[src/rtl/wildeq_stim_gen_if.sv]
// Stimulus handshake bundle between wildeq_stim_gen (master) and the cosim consumer (slave).
// Control (start/busy/done) rides alongside the vector valid/ready channel.
interface wildeq_stim_gen_if #(
  parameter int WIDTH = 128
);
  logic             start;
  logic             busy;
  logic             done;
  logic             vec_valid;
  logic             vec_ready;
  logic [WIDTH-1:0] vec_val;
  logic [WIDTH-1:0] vec_xz;
  logic [15:0]      vec_idx;

  modport master (
    input  start, vec_ready,
    output busy, done, vec_valid, vec_val, vec_xz, vec_idx
  );

  modport slave (
    output start, vec_ready,
    input  busy, done, vec_valid, vec_val, vec_xz, vec_idx
  );
endinterface

[src/rtl/wildeq_stim_gen.sv]
// Reproducible ==? cosim stimulus: directed walk, then seeded LFSR words; WILDEQ_STIM_XZ_EN adds X/Z planes to random words.
// First vector one cycle after start, directed vectors back-to-back, WIDTH/32 idle cycles per random vector; outputs hold while vec_ready is low.
module wildeq_stim_gen #(
  parameter int          WIDTH = 128,
  parameter int          NRAND = 256,
  parameter logic [31:0] SEED  = 32'h0000_0001
) (
  input  logic              clk,
  input  logic              rst,
  wildeq_stim_gen_if.master bus
);

  localparam int              NW       = WIDTH / 32;
  localparam int              WW       = (NW > 1) ? $clog2(NW) : 1;
  localparam logic [31:0]     SEED_EFF = (SEED == 32'd0) ? 32'd1 : SEED;
  localparam logic [15:0]     LAST_DIR = 16'(WIDTH + 1);
  localparam logic [31:0]     NRAND_L  = 32'(NRAND);
  localparam logic [WW-1:0]   LAST_W   = WW'(NW - 1);

  typedef enum logic [2:0] {IDLE, DIR, FILL, PRES, DONE} state_t;

  state_t           state, state_n;
  logic [31:0]      lfsr, lfsr_n;
  logic [WW-1:0]    wcnt;
  logic [31:0]      rcnt;
  logic [WIDTH-1:0] val_q, dir_n;
  logic [15:0]      idx_q, idx_inc;
  logic             valid, busy, done, xfer, launch;

  assign lfsr_n  = {lfsr[30:0], 1'b0} ^ (lfsr[31] ? 32'h0040_0007 : 32'h0);
  assign idx_inc = idx_q + 16'd1;
  assign xfer    = valid & bus.vec_ready;
  assign launch  = bus.start & ((state == IDLE) | (state == DONE));

  // Next directed vector, selected by the index it will carry.
  always_comb begin
    dir_n = '0;
    for (int b = 0; b < WIDTH; b++) begin
      dir_n[b] = (idx_inc == 16'(b + 2)) || (idx_inc == 16'd1);
    end
  end

  always_ff @(posedge clk) begin
    if (rst) state <= IDLE;
    else     state <= state_n;
  end

  always_comb begin
    state_n = state;
    valid   = 1'b0;
    busy    = 1'b0;
    done    = 1'b0;
    unique case (state)
      IDLE: begin
        if (bus.start) state_n = DIR;
      end
      DIR: begin
        valid = 1'b1;
        busy  = 1'b1;
        if (xfer && idx_q == LAST_DIR) state_n = (NRAND_L != 32'd0) ? FILL : DONE;
      end
      FILL: begin
        busy = 1'b1;
        if (wcnt == LAST_W) state_n = PRES;
      end
      PRES: begin
        valid = 1'b1;
        busy  = 1'b1;
        if (xfer) state_n = ((rcnt + 32'd1) < NRAND_L) ? FILL : DONE;
      end
      DONE: begin
        done = 1'b1;
        if (bus.start) state_n = DIR;
      end
      default: state_n = IDLE;
    endcase
  end

  always_ff @(posedge clk) begin
    if (rst) begin
      lfsr  <= SEED_EFF;
      wcnt  <= '0;
      rcnt  <= '0;
      val_q <= '0;
      idx_q <= '0;
    end else if (launch) begin
      lfsr  <= SEED_EFF;
      wcnt  <= '0;
      rcnt  <= '0;
      val_q <= '0;
      idx_q <= '0;
    end else begin
      case (state)
        DIR: begin
          if (xfer) begin
            idx_q <= idx_inc;
            if (idx_q != LAST_DIR) val_q <= dir_n;
          end
        end
        FILL: begin
          lfsr                      <= lfsr_n;
          val_q[int'(wcnt)*32 +: 32] <= lfsr_n;
          wcnt                      <= (wcnt == LAST_W) ? '0 : wcnt + WW'(1);
        end
        PRES: begin
          if (xfer) begin
            idx_q <= idx_inc;
            rcnt  <= rcnt + 32'd1;
          end
        end
        default: ;
      endcase
    end
  end

`ifdef WILDEQ_STIM_XZ_EN
  logic [WIDTH-1:0] xz_q;

  // Rotated self-AND marks about a quarter of each random word as X/Z.
  always_ff @(posedge clk) begin
    if (rst || launch) begin
      xz_q <= '0;
    end else if (state == FILL) begin
      xz_q[int'(wcnt)*32 +: 32] <= lfsr_n & {lfsr_n[15:0], lfsr_n[31:16]};
    end
  end

  assign bus.vec_xz = xz_q;
`else
  assign bus.vec_xz = '0;
`endif

  assign bus.vec_valid = valid;
  assign bus.busy      = busy;
  assign bus.done      = done;
  assign bus.vec_val   = val_q;
  assign bus.vec_idx   = idx_q;

endmodule

[src/flat_wrapper.sv]
// flat-port wrapper written by rule: the top's interface ports become plain ports
module wildeq_stim_gen_flat 
#(
  parameter int          WIDTH = 128,
  parameter int          NRAND = 256,
  parameter logic [31:0] SEED  = 32'h0000_0001
)
  (clk, rst, bus_start, bus_vec_ready, bus_busy, bus_done, bus_vec_valid, bus_vec_val, bus_vec_xz, bus_vec_idx);
  wildeq_stim_gen_if #(.WIDTH(WIDTH)) bus_i ();
  input  logic clk;
  input  logic rst;
  input wire logic [$bits(bus_i.start)-1:0] bus_start;
  input wire logic [$bits(bus_i.vec_ready)-1:0] bus_vec_ready;
  output wire logic [$bits(bus_i.busy)-1:0] bus_busy;
  output wire logic [$bits(bus_i.done)-1:0] bus_done;
  output wire logic [$bits(bus_i.vec_valid)-1:0] bus_vec_valid;
  output wire logic [$bits(bus_i.vec_val)-1:0] bus_vec_val;
  output wire logic [$bits(bus_i.vec_xz)-1:0] bus_vec_xz;
  output wire logic [$bits(bus_i.vec_idx)-1:0] bus_vec_idx;
  assign bus_i.start = bus_start;
  assign bus_i.vec_ready = bus_vec_ready;
  assign bus_busy = bus_i.busy;
  assign bus_done = bus_i.done;
  assign bus_vec_valid = bus_i.vec_valid;
  assign bus_vec_val = bus_i.vec_val;
  assign bus_vec_xz = bus_i.vec_xz;
  assign bus_vec_idx = bus_i.vec_idx;
  wildeq_stim_gen #(.WIDTH(WIDTH), .NRAND(NRAND), .SEED(SEED)) u_core (.clk(clk), .rst(rst), .bus(bus_i));
endmodule
[config.mk]
export PLATFORM = sky130hd
export DESIGN_NAME = wildeq_stim_gen_flat
export DESIGN_NICKNAME = d
export VERILOG_FILES = /design/src/rtl/wildeq_stim_gen_if.sv /design/src/rtl/wildeq_stim_gen.sv /design/src/flat_wrapper.sv
export SDC_FILE = /design/constraint.sdc
export NUM_CORES = 1
export LEC_CHECK = 0
export CELL_PAD_IN_SITES_DETAIL_PLACEMENT = 1
export CELL_PAD_IN_SITES_GLOBAL_PLACEMENT = 1
export CORE_ASPECT_RATIO = 1.25
export CORE_MARGIN = 3
export CORE_UTILIZATION = 33
export DETAILED_ROUTE_END_ITERATION = 10
export PLACE_DENSITY = 0.76
export SKIP_CTS_REPAIR_TIMING = 1
export SYNTH_ARGS = -nofsm -noshare
export SYNTH_HDL_FRONTEND = slang
export SYNTH_SLANG_ARGS = --single-unit
[constraint.sdc]
create_clock -name clk -period 2.7 [get_ports clk]
set_clock_uncertainty 0.1 [all_clocks]
set_input_delay 0.54 -clock clk [delete_from_list [all_inputs] [get_ports clk]]
set_output_delay 0.54 -clock clk [all_outputs]
set_load 0.05 [all_outputs]
; Yosys cells after proc, flatten, opt, wreduce, memory -nomap -nowiden
; Cells that the tools add are included.
[totals]
ff_bits = 213
wordCells = 313
out_inout_bits = 275
inputBits = 4
[op_classes]
mux = 15
reduce_logical = 139
n_bitwise = 4
eq_ne = 142
shift = 2
magnitude_cmp = 1
add_sub_neg = 4
[op_table]
columns = cell, count
row1 = 16-bit by 7-bit == test with 1-bit output (second input constant), 64
row2 = 16-bit by 6-bit == test with 1-bit output (second input constant), 32
row3 = 16-bit by 5-bit == test with 1-bit output (second input constant), 16
row4 = 128-bit two-way mux, 2
row5 = 128-bit case mux with 2 select lines, 1
row6 = 128-bit bitwise mux, 1
row7 = 16-bit by 4-bit == test with 1-bit output (second input constant), 8
row8 = 1-bit logical OR, 128
row9 = 32-bit by 33-bit variable shift with 128-bit output (first input constant), 1
row10 = 32-bit by 33-bit indexed part select with 128-bit output, 1
row11 = 16-bit by 3-bit == test with 1-bit output (second input constant), 4
row12 = 16-bit by 8-bit == test with 1-bit output (second input constant), 3
row13 = 7-bit negator with 33-bit output, 1
row14 = 32-bit by 1-bit adder with 32-bit output (second input constant), 1
row15 = 16-bit by 2-bit == test with 1-bit output (second input constant), 2
row16 = 32-bit by 9-bit < comparator with 1-bit output (second input constant), 1
row17 = 32-bit bitwise XOR, 1
row18 = 23-bit two-way mux, 1
row19 = 16-bit by 1-bit adder with 16-bit output (second input constant), 1
row20 = 16-bit by 1-bit == test with 1-bit output (second input constant), 1
row21 = 16-bit by 8-bit != test with 1-bit output (second input constant), 1
row22 = 3-bit two-way mux, 5
row23 = 2-bit by 1-bit != test with 1-bit output (second input constant), 6
row24 = 3-bit case mux with 4 select lines, 1
row25 = 17 further kinds, 24

; Depth between registers and ports, before layout
; Gate-level depths: netlist of the first run.
[logic_depth]
depth_word = 7
depth_mapped = 11
ltp_nobuf = 8

; Least setup slack after synthesis of the first run
; No wires, ideal clock.
[synth_timing]
kind = reg2reg
startpoint = register u_core.idx_q[0] (netlist: u_core.bus.vec_idx[0])
endpoint = register u_core.state[1]
path_stages_with_launch = 8
setup_slack_ns = -0.279
t_required_ns = 2.530
setup_time_ns = 0.070
period_less_slack_ns = 2.979
path_buffers = 0
t_arrival_ns = 2.810
path_cell_list = dfxtp_1 > ha_1 > or4b_4 > or4_4 > a31oi_4 > a21oi_1 > or4_1 > a21oi_1
[synth_between]
elab_chain_len = 4
[synth_lines]
columns = item, line_no
row1 = start: declaration, wildeq_stim_gen.sv:27  ; logic [15:0] idx_q, idx_inc;
row2 = start signal: assignment, wildeq_stim_gen.sv:96  ; idx_q <= idx_inc;
row3 = start signal: assignment, wildeq_stim_gen.sv:107  ; idx_q <= idx_inc;
row4 = 16-bit by 8-bit == test with 1-bit output, wildeq_stim_gen.sv:60  ; if (xfer && idx_q == LAST_DIR) state_n = (NRAND_L != 32'd0) ? FILL : DONE;
row5 = 1-bit logical AND, wildeq_stim_gen.sv:60
row6 = 2-bit by 1-bit != test with 1-bit output (no source line), --
row7 = 4-bit AND reduction (no source line), --
row8 = end signal: assignment, wildeq_stim_gen.sv:45  ; else state <= state_n;
row9 = end: declaration, wildeq_stim_gen.sv:22  ; state_t state, state_n;
; Every way passes these cells.
; A chain may end at the register's enable or synchronous reset.

; Worst setup path after layout of the first run
[layout_timing]
startpoint = register u_core.idx_q[0] (netlist: u_core.bus.vec_idx[0])
endpoint = register u_core.val_q[1] (netlist: u_core.bus.vec_val[1])
[layout_between]
elab_chain_len = 6
elab_cells_between_ends = 10
cone_classes = 1 x add/sub / 4 x eq/ne / 3 x mux / 2 x reduce/logical
[layout_lines]
columns = item, line_no
row1 = 16-bit by 1-bit adder with 16-bit output, wildeq_stim_gen.sv:31  ; assign idx_inc = idx_q + 16'd1;
row2 = 16-bit by 2-bit == test with 1-bit output / 16-bit by 1-bit == test with 1-bit output (equally long branches), wildeq_stim_gen.sv:39  ; dir_n[b] = (idx_inc == 16'(b + 2)) || (idx_inc == 16'd1);
row3 = 1-bit logical OR, wildeq_stim_gen.sv:39
row4 = 128-bit two-way mux, wildeq_stim_gen.sv:97  ; if (idx_q != LAST_DIR) val_q <= dir_n;
row5 = 128-bit two-way mux, wildeq_stim_gen.sv:95  ; if (xfer) begin
row6 = 128-bit case mux with 2 select lines, wildeq_stim_gen.sv:93  ; case (state)
row7 = end signal: assignment, wildeq_stim_gen.sv:97
row8 = end signal: indexed assignment, wildeq_stim_gen.sv:102  ; val_q[int'(wcnt)*32 +: 32] <= lfsr_n;
row9 = end: declaration, wildeq_stim_gen.sv:26  ; logic [WIDTH-1:0] val_q, dir_n;
; Several ways; a longest one is shown, not always the timed one. The select of a mux whose other input is x is not followed.

==> results_tabular.tex, run 1 <==
\begin{tabular}{lr}
\hline
Metric & Value \\
\hline
\multicolumn{2}{l}{\textbf{Critical path}} \\
\quad Critical-path top delay cell & sky130\_fd\_sc\_hd\_\_or3\_4 \\
\quad R2R setup slack & 80 ps \\
\quad Crit path required time & 3010 ps \\
\quad Worst reg2reg path depth & 12 \\
\quad Crit path largest cell delay & 430 ps \\
\quad Startpoint-to-endpoint class of the critical path & reg -> reg \\
\quad Type of destination of the critical path & register \\
\quad Terminus of the critical flop-to-flop path & u\_core.bus.vec\_val[1] \\
\quad Reg-to-reg critical path startpoint & u\_core.bus.vec\_idx[0] \\
\quad Worst EP arrival & 2930 ps \\
\quad Startpoint type of the worst setup path & register \\
\quad Worst Path Max Fanout & 6 \\
\quad Most frequent cell on the critical path & sky130\_fd\_sc\_hd\_\_buf\_4 \\
\quad Ordered cell list for the critical path & buf\_6, nand4\_4, or3\_4, o21a\_1, nor3\_4, buf\_4, buf\_4, nor3b\_4, buf\_4, a221oi\_1, buf\_4, nor2\_1 \\
\multicolumn{2}{l}{\textbf{Synth}} \\
\quad Most used standard cell by instance count after synthesis & sky130\_fd\_sc\_hd\_\_dfxtp\_1 \\
\quad Number of different library cells in the post-synthesis netlist & 66 \\
\quad Cell count after synthesis & 1425 \\
\quad Part of the Yosys area used for sequential elements & 37.5\% \\
\quad Share of synthesized registers carrying an async set or reset & 0\% \\
\quad Netlist area before placement & 0.0114 mm² \\
\quad Number of enable flip-flop cells after synthesis & 0 \\
\quad Number of synthesized register bits & 213 \\
\quad Share of Yosys cell area claimed by the top area cell type & 37.5\% \\
\quad Leading area contributor after synthesis & sky130\_fd\_sc\_hd\_\_dfxtp\_1 \\
\quad Average instance area after synthesis & 7.98 µm² \\
\quad Ranking of synthesized cells by instance count & sky130\_fd\_sc\_hd\_\_dfxtp\_1 (213), sky130\_fd\_sc\_hd\_\_a21oi\_1 (179), sky130\_fd\_sc\_hd\_\_buf\_4 (129), sky130\_fd\_sc\_hd\_\_nand2\_1 (110), sky130\_fd\_sc\_hd\_\_a22oi\_1 (94) \\
\quad Cell types with the largest area share after synthesis & sky130\_fd\_sc\_hd\_\_dfxtp\_1 (37\%), sky130\_fd\_sc\_hd\_\_buf\_4 (8.5\%), sky130\_fd\_sc\_hd\_\_a21oi\_1 (7.9\%), sky130\_fd\_sc\_hd\_\_a22oi\_1 (6.2\%), sky130\_fd\_sc\_hd\_\_nand2\_1 (3.6\%) \\
\quad Flip-flop cell with the highest count after synthesis & sky130\_fd\_sc\_hd\_\_dfxtp\_1 \\
\quad Count of synthesis-stage warnings from yosys & 0 \\
\multicolumn{2}{l}{\textbf{Detailed routing}} \\
\quad Via count & 11230 \\
\quad DRC viols & 0 \\
\quad WL met1 & 16.9 mm \\
\quad Starting DRC count in detailed routing & 1153 \\
\quad Met2 routed wirelength & 20.4 mm \\
\quad Post-detailed-route wirelength per cell & 20.8 µm \\
\quad Iteration count of the initial detailed-routing pass & 8 \\
\quad Final antenna-violating net count & 0 \\
\quad Final routed wirelength across all metal layers & 41.8 mm \\
\quad Per-cell via count in the routed design & 5.58 \\
\quad Detailed-routed wire length on met3 & 2.85 mm \\
\quad Top layer reached by signal wires & met4 \\
\multicolumn{2}{l}{\textbf{Run status}} \\
\quad Run status & completed \\
\multicolumn{2}{l}{\textbf{Pwr}} \\
\quad Maximum vdd ir drop & 0.422 mV \\
\quad P\_leak & 0.00549 µW \\
\quad Switching fraction of total power & 41.4\% \\
\quad Clock network power share & 29.3\% \\
\quad Internal & 7060 µW \\
\quad Sw power & 4990 µW \\
\quad Final total power & 12000 µW \\
\quad Combinational group share of total power & 38.6\% \\
\quad Sequential share of power & 32.1\% \\
\quad Pwr per Cell Area & 841 mW/mm² \\
\multicolumn{2}{l}{\textbf{Global route}} \\
\quad Maximum number of pins on one net before global-route repair & 70 \\
\quad Number of antenna violations at the first check in global routing & 0 \\
\quad Total routing resource utilization after global routing & 21.6\% \\
\quad Vias in the first global route & 11187 \\
\quad Global route total overflow & 0 \\
\quad First-pass GRT wire length & 63.8 mm \\
\multicolumn{2}{l}{\textbf{STA}} \\
\quad F\_max & 382 MHz \\
\quad Final clock period utilization by the worst path & 97.0\% \\
\quad Setup Viol. Count Final & 0 \\
\quad Max-slew headroom at the worst pin & 34.2\% \\
\quad Final Hold Vio Count & 0 \\
\quad Setup repair after global routing missed its margin & yes \\
\quad Number of pins with negative max-slew slack in the final report & 0 \\
\quad Final worst path period need & 2620 ps \\
\quad Worst-margin pin slew & 984 ps \\
\multicolumn{2}{l}{\textbf{Worst hold path}} \\
\quad Instance count along the most critical hold path & 2 \\
\quad Min-Delay Path Class & reg -> reg \\
\quad Min-Delay Startpoint & u\_core.lfsr[0] \\
\quad Hold Crit Endpoint & u\_core.lfsr[0] \\
\multicolumn{2}{l}{\textbf{Clock tree}} \\
\quad Number of clock sinks & 213 \\
\quad Clk buf depth & 3 \\
\quad CTS H-tree depth & 1 \\
\quad TritonCTS clock tree & done \\
\quad Number of clock buffers inserted by TritonCTS & 24 \\
\quad Clock latency on the worst-skew pair & 530 ps \\
\quad Register clock-pin slew on the reported worst setup and hold paths & 60 ps \\
\quad Root cell of the clock tree & sky130\_fd\_sc\_hd\_\_clkbuf\_16 \\
\multicolumn{2}{l}{\textbf{Floorplan}} \\
\quad Die area & 0.0367 mm² \\
\quad Number of top-level pins & 279 \\
\quad Core Box Area & 0.0338 mm² \\
\quad Y dimension of the die & 214 µm \\
\quad Horizontal die dimension & 172 µm \\
\quad Placement row count & 75 \\
\quad Starting density of the core & 33.7\% \\
\multicolumn{2}{l}{\textbf{Finish}} \\
\quad Area delta synth->final & 26.0\% \\
\quad Number of inserted diodes & 0 \\
\quad Layout Nets & 1586 \\
\quad Sequential cell area & 0.00428 mm² \\
\quad Post-route core utilization & 42.4\% \\
\quad Fraction of final layout cells with drive strength greater than 1 & 12.7\% \\
\quad Non-Filler Cell Area, Final & 0.0143 mm² \\
\quad Fillers & 3959 \\
\quad Area of combinational cells with multiple inputs & 0.00617 mm² \\
\multicolumn{2}{l}{\textbf{Placed design}} \\
\quad Placed instance area & 0.0133 mm² \\
\quad Final HPWL from detailed placement & 29.2 mm \\
\quad Routability-driven placement congestion ratio & 0.845 \\
\quad Count of buffers inserted at the top-level ports & 150 \\
\multicolumn{2}{l}{\textbf{Run}} \\
\quad Count of max-cap constraint violations & 0 \\
\hline
\end{tabular}
## through the flow
| step | setup WS (ps) | TNS [ps] | hold WS (ps) | instances |
|---|---|---|---|---|
| floorplan | -19.6 | -19.6 | 330 | 1552 |
| global placement | 18.6 | 0 | 339 | 1962 |
| detailed placement | -34.3 | -274 | 355 | 1962 |
| CTS | -53.5 | -1620 | 364 | 2006 |
| global route | -23.9 | -50.3 | 389 | 2013 |
| finish | 80.4 | 0 | 361 | 2013 |
## power groups by stage
stage | clock [µW] | combinational [µW] | sequential, µW
floorplan | 0 | 2010 | 5040
global placement | 0 | 4520 | 3920
detailed placement | 0 | 4590 | 3930
CTS | 3600 | 4610 | 3860
global route | 3730 | 4910 | 3900
finish | 3530 | 4650 | 3860
## how the worst max path moves through the flow
stage	start	end	slack [ps]	cells after the start
final	u_core.bus.vec_idx[0]	u_core.bus.vec_val[1]	80	12
after CTS	u_core.bus.vec_idx[0]	u_core.bus.vec_val[94]	-50	9
after global routing	u_core.bus.vec_idx[1]	u_core.bus.vec_val[56]	-20	10
after global placement	bus_vec_ready	u_core.bus.vec_val[119]	20	10
after detailed placement	u_core.bus.vec_idx[1]	u_core.bus.vec_val[122]	-30	9
after floorplan	u_core.bus.vec_idx[0]	u_core.state[1]	-20	7
## cell families (layout without fill, tap and decap cells)
group / after synthesis / in the layout / share of synthesized area, %
flip-flops: 213 / 213 / 37.5
AND/OR/NAND/NOR: 357 / 357 / 16.1
adder cells (fa/ha/maj): 10 / 10 / 1.10
XOR/XNOR: 60 / 60 / 4.62
AO/OA/AOI/OAI: 499 / 499 / 26.3
buffers and inverters: 277 / 315 / 13.7
other: 1 / 128 / 0.0330
multiplexers: 8 / 8 / 0.715
## cell usage in the layout (no fill, tap or decap), types with 16 or more instances in the layout
| cell | instances |
|---|---|
| sky130_fd_sc_hd__a21oi_1 | 176 |
| sky130_fd_sc_hd__a22oi_1 | 94 |
| sky130_fd_sc_hd__a31oi_1 | 19 |
| sky130_fd_sc_hd__a32oi_1 | 18 |
| sky130_fd_sc_hd__and3_1 | 25 |
| sky130_fd_sc_hd__buf_4 | 94 |
| sky130_fd_sc_hd__clkbuf_16 | 24 |
| sky130_fd_sc_hd__clkdlybuf4s50_1 | 145 |
| sky130_fd_sc_hd__conb_1 | 128 |
| sky130_fd_sc_hd__dfxtp_1 | 204 |
| sky130_fd_sc_hd__nand2_1 | 110 |
| sky130_fd_sc_hd__nand3_1 | 26 |
| sky130_fd_sc_hd__nand4_1 | 16 |
| sky130_fd_sc_hd__nor2_1 | 80 |
| sky130_fd_sc_hd__o21ai_0 | 55 |
| sky130_fd_sc_hd__o21ai_1 | 64 |
| sky130_fd_sc_hd__o22ai_1 | 43 |
| sky130_fd_sc_hd__xnor2_1 | 27 |
| sky130_fd_sc_hd__xor2_1 | 33 |
## state kept, by name, summed over array words and instances (netlist names)
| register | cells |
|---|---|
| u_core.bus.vec_idx | 16 |
| u_core.bus.vec_val | 128 |
| u_core.lfsr | 32 |
| u_core.rcnt | 32 |
| u_core.state | 3 |
| u_core.wcnt | 2 |
## routing by layer
layer	GRT usage (%)	vias to the layer above
met5	0	-
met4	8.45	0
met3	3.17	100
met2	37.3	468
met1	27.2	5540
li1	-	5122
## worst max-delay path: cells and delay by family (launching register included)
| family | cells | cell delay, ps |
|---|---|---|
| AO/OA/AOI/OAI | 2 | 490 |
| buffers and inverters | 5 | 770 |
| flip-flops | 1 | 380 |
| AND/OR/NAND/NOR | 5 | 750 |
## area by class of cell
| type | count | share of cell area, % |
|---|---|---|
| Sequential cell | 213 | 29.8 |
| Timing Repair Buffer | 255 | 17.1 |
| Multi-Input combinational cell | 1062 | 43.0 |
| Clock inverter | 11 | 1.16 |
| Clock buffer | 33 | 4.77 |
| Tap cell | 423 | 3.69 |
| Inverter | 16 | 0.419 |
(Power assumes the default switching activity.)
==> run 2: changes to the inputs <==
REMOVE_ABC_BUFFERS = 1   (was default)
==> results_tabular.tex, run 2 (same netlist as run 1, synthesis figures left out) <==
\begin{tabular}{lr}
\hline
Metric & Value \\
\hline
\multicolumn{2}{l}{\textbf{Run status}} \\
\quad Run status & completed \\
\multicolumn{2}{l}{\textbf{Critical path}} \\
\quad Terminus of the critical flop-to-flop path & u\_core.bus.vec\_val[89] \\
\quad Startpoint type of the worst setup path & register \\
\quad Crit path required time & 2970 ps (-40 ps) \\
\quad Family with the most delay on the worst path & simple AND/OR/NAND/NOR gates \\
\quad Worst reg2reg path depth & 8 (-4) \\
\quad Startpoint-to-endpoint class of the critical path & reg -> reg \\
\quad Ordered cell list for the critical path & nand4\_1, or3\_4, o21a\_1, nor3\_4, nor2\_4, nand3\_4, buf\_12, o22ai\_1 \\
\quad Worst Path Max Fanout & 21 (+15) \\
\quad Type of destination of the critical path & register \\
\quad Reg-to-reg critical path startpoint & u\_core.bus.vec\_idx[10] \\
\quad Crit path largest cell delay & 480 ps (+50 ps) \\
\quad Worst path buffer plus inverter count & 1 (-4) \\
\quad R2R setup slack & 100 ps (+20 ps) \\
\quad Critical-path top delay cell & sky130\_fd\_sc\_hd\_\_or3\_4 \\
\quad Worst EP arrival & 2870 ps (-60 ps) \\
\multicolumn{2}{l}{\textbf{Finish}} \\
\quad Post-route core utilization & 42.2\% (-0.22 points) \\
\quad Layout Nets & 1586 (unchanged) \\
\quad Most common library cell in the layout ignoring fill and taps & sky130\_fd\_sc\_hd\_\_dfxtp\_1 \\
\quad Fillers & 4061 (+2.6\%) \\
\quad Fraction of final layout cells with drive strength greater than 1 & 11.8\% (-0.87 points) \\
\quad Number of inserted diodes & 0 (unchanged) \\
\quad Commonest cells after routing, fill and taps aside & sky130\_fd\_sc\_hd\_\_dfxtp\_1 (210), sky130\_fd\_sc\_hd\_\_a21oi\_1 (178), sky130\_fd\_sc\_hd\_\_clkdlybuf4s50\_1 (145) \\
\quad Largest register FFs & 128 (unchanged) \\
\quad Area delta synth->final & 25.4\% \\
\multicolumn{2}{l}{\textbf{Clock tree}} \\
\quad TritonCTS clock tree & done \\
\quad Root cell of the clock tree & sky130\_fd\_sc\_hd\_\_clkbuf\_16 \\
\quad Number of clock buffers inserted by TritonCTS & 24 (unchanged) \\
\quad Number of clock sinks & 213 (unchanged) \\
\quad Register clock-pin slew on the reported worst setup and hold paths & 60 ps (about the same) \\
\quad CTS H-tree depth & 1 (unchanged) \\
\quad Clk buf depth & 3 (unchanged) \\
\quad Clock latency on the worst-skew pair & 520 ps (about the same) \\
\multicolumn{2}{l}{\textbf{STA}} \\
\quad Final worst path period need & 2600 ps (-19.2 ps) \\
\quad Setup repair after global routing missed its margin & no \\
\quad Smallest hold slack & 371 ps (+10.5 ps) \\
\quad Max-slew headroom at the worst pin & 46.2\% (+12 points) \\
\quad Worst-margin pin slew & 805 ps (-179 ps) \\
\quad F\_max & 385 MHz (+0.74\%) \\
\quad Setup Viol. Count Final & 0 (unchanged) \\
\quad Number of pins with negative max-slew slack in the final report & 0 (unchanged) \\
\quad Final Hold Vio Count & 0 (unchanged) \\
\quad Final clock period utilization by the worst path & 96.3\% (-0.71 points) \\
\multicolumn{2}{l}{\textbf{Global route}} \\
\quad Global route total overflow & 0 (unchanged) \\
\quad Number of antenna violations at the first check in global routing & 0 (unchanged) \\
\quad Vias in the first global route & 11332 (+1.3\%) \\
\quad Fraction of met1 tracks used by global routing & 25.5\% (-1.7 points) \\
\quad Met3 routing resource usage after global routing & 3.32\% (+0.15 points) \\
\quad GRT Max-Usage Layer & met2 \\
\quad Met2 usage in global routing & 38.8\% (+1.4 points) \\
\quad Total routing resource utilization after global routing & 21.4\% (-0.21 points) \\
\quad First-pass GRT wire length & 63.4 mm (-0.65\%) \\
\quad Maximum number of pins on one net before global-route repair & 83 (+19\%) \\
\multicolumn{2}{l}{\textbf{Pwr}} \\
\quad Maximum vdd ir drop & 0.478 mV (+13\%) \\
\quad P\_leak & 0.00548 µW (-0.28\%) \\
\quad Pwr per Cell Area & 821 mW/mm² (-2.3\%) \\
\quad Final total power & 11700 µW (-2.8\%) \\
\multicolumn{2}{l}{\textbf{Placed design}} \\
\quad Routability-driven placement congestion ratio & 0.858 (+1.5\%) \\
\quad Final HPWL from detailed placement & 28.6 mm (-2.1\%) \\
\quad Count of buffers inserted at the top-level ports & 150 (unchanged) \\
\multicolumn{2}{l}{\textbf{Floorplan}} \\
\quad Placement row count & 75 (unchanged) \\
\quad Number of top-level pins & 279 (unchanged) \\
\quad Die area & 0.0367 mm² (unchanged) \\
\quad Y dimension of the die & 214 µm (unchanged) \\
\quad Core Box Area & 0.0338 mm² (unchanged) \\
\quad Horizontal die dimension & 172 µm (unchanged) \\
\quad Starting density of the core & 33.7\% (unchanged) \\
\multicolumn{2}{l}{\textbf{Run}} \\
\quad Count of max-cap constraint violations & 0 (unchanged) \\
\multicolumn{2}{l}{\textbf{Detailed routing}} \\
\quad Final routed wirelength across all metal layers & 41.2 mm (-1.4\%) \\
\quad Via count & 11184 (-0.41\%) \\
\quad Final antenna-violating net count & 0 (unchanged) \\
\quad Iteration count of the initial detailed-routing pass & 5 (-3) \\
\quad Post-detailed-route wirelength per cell & 20.5 µm (-1.3\%) \\
\quad Starting DRC count in detailed routing & 825 (-28\%) \\
\quad DRC viols & 0 (unchanged) \\
\quad Per-cell via count in the routed design & 5.56 (-0.31\%) \\
\multicolumn{2}{l}{\textbf{Worst hold path}} \\
\quad Instance count along the most critical hold path & 2 (unchanged) \\
\quad Min-Delay Path Class & reg -> reg \\
\quad Min-Delay Startpoint & u\_core.lfsr[0] \\
\quad Hold Crit Endpoint & u\_core.lfsr[0] \\
\hline
\end{tabular}
==> run 2: worst reg2reg max path, delay by kind of cell (launching register included) <==
| kind | cells | cell delay, ps |
|---|---|---|
| AND/OR/NAND/NOR | 5 | 1490 |
| buffers and inverters | 1 | 210 |
| flip-flops | 1 | 340 |
| AO/OA/AOI/OAI | 2 | 320 |
==> run 2: layout make-up <==
class / count / area (µm²) / share of cell area (%)
repair buffers: 255 / 2510 / 17.6
flip-flops and latches: 213 / 4270 / 29.9
well taps: 423 / 529 / 3.71
inverters: 16 / 60.1 / 0.421
clock buffers: 34 / 699 / 4.90
clock inverters: 8 / 42.5 / 0.298
multi-input cells: 1062 / 6150 / 43.2
==> run 2: worst max-delay path by stage <==
stage	to	cells after the start	slack [ps]	start
after floorplan	u_core.bus.vec_val[30]	6	-2180	u_core.state[1]
after global placement	u_core.state[1]	7	90	bus_vec_ready
after detailed placement	u_core.state[2]	8	-50	u_core.rcnt[0]
after CTS	u_core.state[2]	8	-80	u_core.rcnt[0]
after global routing	u_core.state[1]	9	2	u_core.rcnt[1]
final	u_core.bus.vec_val[89]	8	100	u_core.bus.vec_idx[10]
==> run 2: layer usage <==
layer	up-vias	wire length [µm]
met5	-	0
met4	0	1330
met3	94	2510
met2	410	20900
met1	5552	16500
li1	5128	-
==> run 2: power breakdown <==
group	internal (µW)	total, µW	switching (µW)	leakage (µW)
logic	1380	4700	3320	0.00338
clock network	1790	3140	1350	0.000370
registers	3540	3870	336	0.00173
total	6710	11700	5000	0.00548
==> run 2: stage by stage <==
stage | TNS [ps] | cell area, µm² | cells | setup slack [ps]
floorplan | -279190 | 10300 | 1291 | -2180
global placement | 0 | 13400 | 1967 | 87.9
detailed placement | -83.1 | 13400 | 1967 | -46.5
CTS | -158 | 14200 | 2009 | -76.8
global route | 0 | 14300 | 2011 | 1.78
finish | 0 | 14300 | 2011 | 99.6
